===== config.mk =====
export PLATFORM = sky130hd
export DESIGN_NAME = vertex_project
export DESIGN_NICKNAME = d
export VERILOG_FILES = /design/src/rtl/vertex_project.sv
export SDC_FILE = /design/constraint.sdc
export NUM_CORES = 1
export LEC_CHECK = 0
export ABC_AREA = 0
export BUFFER_PORTS_ARGS = -buffer_cell sky130_fd_sc_hd__buf_2
export CORE_UTILIZATION = 35
export DETAILED_ROUTE_END_ITERATION = 7
export GPL_TIMING_DRIVEN = 0
export HOLD_SLACK_MARGIN = 0.08
export PLACE_DENSITY = 0.69
export RECOVER_POWER = 100
export SLEW_MARGIN = 40
export SYNTH_ARGS = -nofsm -noshare
export SYNTH_HDL_FRONTEND = slang
export SYNTH_SLANG_ARGS = --single-unit

===== constraint.sdc =====
create_clock -name i_clk -period 5.4 [get_ports i_clk]
set_input_delay 0.54 -clock i_clk [delete_from_list [all_inputs] [get_ports i_clk]]
set_output_delay 0.54 -clock i_clk [all_outputs]
set_load 0.01 [all_outputs]

===== src/rtl/vertex_project.sv =====
// Perspective projection of one camera-space vertex to screen coordinates,
// issuing the x and y perspective divides to an external shared signed divider.
module vertex_project #(
   parameter int                 FOCAL    = 256,
   parameter int                 SCREEN_W = 320,
   parameter int                 SCREEN_H = 240,
   parameter logic signed [31:0] NEAR_Z   = 32'sh0000_4000
) (
   input  logic        i_clk,
   input  logic        i_rst_n,
   input  logic        i_valid,
   output logic        o_ready,
   input  logic [31:0] i_x,
   input  logic [31:0] i_y,
   input  logic [31:0] i_z,
   output logic        o_div_start,
   output logic [31:0] o_div_dividend,
   output logic [31:0] o_div_divisor,
   input  logic [31:0] i_div_quotient,
   input  logic        i_div_done,
   output logic        o_valid,
   input  logic        i_ready,
   output logic [15:0] o_sx,
   output logic [15:0] o_sy,
   output logic [31:0] o_z,
   output logic        o_clip
);

   localparam logic [2:0] IDLE   = 3'd0;
   localparam logic [2:0] DIV_X  = 3'd1;
   localparam logic [2:0] WAIT_X = 3'd2;
   localparam logic [2:0] DIV_Y  = 3'd3;
   localparam logic [2:0] WAIT_Y = 3'd4;
   localparam logic [2:0] OUT    = 3'd5;

   localparam logic signed [32:0] HALF_W   = 33'(SCREEN_W / 2);
   localparam logic signed [32:0] HALF_H   = 33'(SCREEN_H / 2);
   localparam logic signed [32:0] MAX_X    = 33'(SCREEN_W - 1);
   localparam logic signed [32:0] MAX_Y    = 33'(SCREEN_H - 1);
   localparam logic signed [32:0] SAT_HI   = 33'sd32767;
   localparam logic signed [32:0] SAT_LO   = -33'sd32768;
   localparam logic signed [47:0] PROD_MAX = 48'sh0000_7FFF_FFFF;
   localparam logic signed [47:0] PROD_MIN = -PROD_MAX;
   localparam logic signed [47:0] FOCAL_W  = 48'(FOCAL);

   // Symmetric clamp keeps -2^31 off the divider bus.
   function automatic logic [31:0] scale_sat(input logic signed [31:0] coord);
      logic signed [47:0] prod;
      prod = 48'(coord) * FOCAL_W;
      if (prod > PROD_MAX)
         scale_sat = 32'h7FFF_FFFF;
      else if (prod < PROD_MIN)
         scale_sat = 32'h8000_0001;
      else
         scale_sat = prod[31:0];
   endfunction

   function automatic logic [15:0] sat16(input logic signed [32:0] v);
      if (v > SAT_HI)
         sat16 = 16'h7FFF;
      else if (v < SAT_LO)
         sat16 = 16'h8000;
      else
         sat16 = v[15:0];
   endfunction

   logic [2:0]         state;
   logic [31:0]        y_cap;
   logic               clip_x;
   logic signed [32:0] quo_w;
   logic signed [32:0] sx_next;
   logic signed [32:0] sy_next;

   assign quo_w   = 33'($signed(i_div_quotient));
   assign sx_next = HALF_W + quo_w;
   assign sy_next = HALF_H - quo_w;

   assign o_ready     = (state == IDLE);
   assign o_valid     = (state == OUT);
   assign o_div_start = (state == DIV_X) || (state == DIV_Y);

   always_ff @(posedge i_clk or negedge i_rst_n) begin
      if (!i_rst_n) begin
         state          <= IDLE;
         o_div_dividend <= '0;
         o_div_divisor  <= '0;
         o_sx           <= '0;
         o_sy           <= '0;
         o_z            <= '0;
         o_clip         <= 1'b0;
         y_cap          <= '0;
         clip_x         <= 1'b0;
      end else begin
         case (state)
            IDLE: begin
               if (i_valid) begin
                  o_z   <= i_z;
                  y_cap <= i_y;
                  if ($signed(i_z) < NEAR_Z) begin
                     o_sx   <= '0;
                     o_sy   <= '0;
                     o_clip <= 1'b1;
                     state  <= OUT;
                  end else begin
                     o_div_dividend <= scale_sat(i_x);
                     o_div_divisor  <= i_z;
                     state          <= DIV_X;
                  end
               end
            end
            DIV_X: state <= WAIT_X;
            WAIT_X: begin
               if (i_div_done) begin
                  o_sx           <= sat16(sx_next);
                  clip_x         <= (sx_next < 33'sd0) || (sx_next > MAX_X);
                  o_div_dividend <= scale_sat(y_cap);
                  state          <= DIV_Y;
               end
            end
            DIV_Y: state <= WAIT_Y;
            // Clip flag combines both axes, judged on the unsaturated sums.
            WAIT_Y: begin
               if (i_div_done) begin
                  o_sy   <= sat16(sy_next);
                  o_clip <= clip_x || (sy_next < 33'sd0) || (sy_next > MAX_Y);
                  state  <= OUT;
               end
            end
            OUT: begin
               if (i_ready)
                  state <= IDLE;
            end
            default: state <= IDLE;
         endcase
      end
   end

endmodule


==> key figures <==
Run status
  – Status: finished with violations
  – Failing checks: capacitance limit, slew limit

Global routing
  – Vias in the first global route: 8228
  – Remaining Overflow, GRT: 0
  – First-pass GRT wire length: 45.70 mm
  – Largest net degree at the start of global routing: 76
  – Initial antenna violation count: 0
  – Tot GR Track Use: 0.2239

Setup path
  – CP startpoint kind: flop
  – Crit-path max FO: 10
  – CP endpoint kind: flop
  – Critical path arrival: 4.57 ns
  – Critical Path RT: 5.75 ns
  – Setup CP Type: reg2reg

Route
  – Drc violations: 0
  – Initial DRT Pass Iterations: 5
  – Iter 0 DRT Violations: 708
  – Routed WL: 28.86 mm
  – Vias/cell: 5.430
  – Antenna Nets Post-Route: 0
  – Wire length per cell: 18.13 um
  – Vias: 8644

Placed design
  – Placed Area: 0.01058 mm^2
  – Hpwl dp: 22.58 mm
  – # placed instances: 1559
  – Dpl ws: 1.672 ns
  – IO buf count: 257
  – GP Congestion: 0.9030

Logic synthesis
  – Number of synthesized register bits: 159
  – Seq/Total Area, Yosys: 0.4522
  – Mapped Avg Cell Area: 9.015 um^2
  – Synthesized area: 0.008798 mm^2
  – Number of synthesized flops with an enable pin: 0
  – Post-synth ARST share: 1.000
  – Synth cell types: 76
  – Mapped Cells: 976
  – Number of warning messages in the yosys log: 0
  – Syn_nets: 1116
  – Ys flop type: dfrtp_1

Floorplan
  – Initial Util: 0.3597
  – I/O pin cnt: 265
  – Die extent in x: 160.6 um
  – Die height: 160.6 um
  – Die area: 0.02578 mm^2
  – Core Region: 0.02446 mm^2
  – Cell row count: 57

Cells and area
  – Share of cells above drive strength 1: 0.1672
  – Final core occ: 0.4492
  – Final Non-Filler Cells: 1592
  – Layout area overhead: 24.89%
  – ANT cells: 0
  – Final Net Count: 1395
  – Finished Cell Area: 0.01099 mm^2

Clock tree
  – CTS tree: yes
  – Number of setup buffers added after CTS: 0
  – Max clock buf depth: 2
  – Clock sinks: 159
  – CTS clk-pin slew, worst paths: 0.07 ns
  – Worst skew pair latency: 0.42 ns
  – Resize count post-CTS: 0
  – TritonCTS Buffers: 17
  – Max H-tree Level: 4
  – CTS root buffer: clkbuf_16
  – Hold_buf cts: 1

Timing
  – Max Freq: 236.8 MHz
  – Fin. max-slew vios: 76
  – Worst setup margin: 1.177 ns
  – Final setup viols: 0
  – Clock Skews: 0.01540 ns
  – Final hold slack: 0.3049 ns
  – Worst-Margin Slew: 1.876 ns
  – Final min period: 4.223 ns
  – RSZ-0062 raised after global routing: no
  – Final TNS setup: 0 ns
  – Final Cycle Share: 0.7820
  – Final hold vios: 0
  – Worst slew margin: -0.2504

Power and ir drop
  – Peak VDD IR: 227.6 uV
  – Total power: 5.413 mW
  – Power Dens Cells: 492.6 mW/mm^2
  – Leakage: 4.807 nW

Hold path
  – Worst hold path type: in2reg

Run
  – Max cap viols: 1
==> per-layer routing <==
layer / track usage / vias up / wire length (um)
li1: - / 4104 / -
met1: 0.2877 / 4164 / 12250
met2: 0.3794 / 330 / 14220
met3: 0.03848 / 46 / 1629
met4: 0.07662 / 0 / 765
met5: 0 / - / 0
==> critical path: stages, from the launching register on <==
cell and delay [ns]:
dfrtp_1 0.36, clkbuf_1 0.19, inv_1 0.17, and3_1 0.17
clkbuf_1 0.33, nand2_1 0.38, or3_1 0.48, a2111o_1 0.29
o41ai_1 1.15, clkbuf_1 0.42, a221o_1 0.22
==> area by class of cell <==
cell class	count	area [um^2]
Inverter	14	52.55
Tap cell	324	405.4
Clock inverter	14	201.4
Multi-Input combinational cell	724	4408
Timing Repair Buffer	260	1166
Buffer	79	346.6
Clock buffer	18	429.2
Fill cell	2492	13470
Sequential cell	159	3979
==> worst paths after layout <==
kind / start / cells past startpoint / to / slack [ns]
max in group asynchronous: i_rst_n / 3 / o_div_divisor[27]$_DFFE_PN0P_ / 1.91
min: i_y[28] / 3 / y_cap[28]$_DFFE_PN0P_ / 0.30
max reg2reg: state[0]$_DFFE_PN0P_ / 10 / o_sx[3]$_DFFE_PN0P_ / 1.18
max: state[0]$_DFFE_PN0P_ / 10 / o_sx[3]$_DFFE_PN0P_ / 1.18
min reg2reg: o_z[29]$_DFFE_PN0P_ / 2 / o_z[29]$_DFFE_PN0P_ / 0.47
min in group asynchronous: i_rst_n / 2 / o_z[5]$_DFFE_PN0P_ / 0.97
==> state kept, by name, indices dropped and copies added (netlist names) <==
register	cells
o_div_divisor	32
o_z	32
y_cap	32
o_div_dividend	26
o_sx	16
o_sy	16
state	3
clip_x	1
o_clip	1
==> placed cells by master, fill, tap and decap left out, types with 8 or more instances in the layout <==
master / synthesis / final
a221o_1: 30 / 30
xnor2_1: 21 / 21
nand3_1: 23 / 23
xor2_1: 8 / 8
inv_1: 12 / 13
dfrtp_1: 159 / 159
mux2_1: 16 / 16
mux2_2: 17 / 17
or4_1: 10 / 10
or3_1: 9 / 9
a22oi_1: 21 / 21
nor3_1: 32 / 31
clkbuf_16: 0 / 17
nor2b_1: 8 / 8
nor2_1: 41 / 41
nand4_1: 21 / 21
nor4_1: 35 / 34
buf_2: 15 / 140
o21ai_0: 15 / 15
nand2_1: 248 / 248
o211ai_1: 24 / 24
a21oi_1: 20 / 20
clkbuf_1: 51 / 188
==> synthesized netlist by cell type (all sizes together), types with 8 or more instances <==
cell,n,share of area
nand2,248,0.11
dfrtp,159,0.45
clkbuf,51,0.022
nor2,41,0.017
nor4,37,0.030
mux2,33,0.042
nor3,33,0.019
a221o,30,0.034
buf,28,0.019
o211ai,24,0.020
nand3,23,0.013
nand4,22,0.016
a22oi,21,0.018
xnor2,21,0.021
a21oi,20,0.011
o21ai,19,0.011
inv,14,0.0060
or4,12,0.011
or3,9,0.0064
and2,8,0.0057
nor2b,8,0.0057
xor2,8,0.0080
==> kinds of logic (layout without fill, tap and decap cells) <==
| family | after synthesis | count (layout) | share of synthesized area |
|---|---|---|---|
| AND/OR/NAND/NOR | 476 | 476 | 0.2597 |
| AO/OA/AOI/OAI | 178 | 178 | 0.1594 |
| flip-flops | 159 | 159 | 0.4522 |
| buffers and inverters | 93 | 385 | 0.04650 |
| multiplexers | 34 | 34 | 0.04337 |
| XOR/XNOR | 29 | 29 | 0.02887 |
| adder cells (fa/ha/maj) | 7 | 7 | 0.009954 |
==> power by group <==
part / switching [mW] / internal [mW]
logic: 1.26 / 0.771
registers: 0.350 / 1.75
clock network: 0.528 / 0.747
total: 2.14 / 3.27
Note: power is estimated with default switching activity, not from simulation.
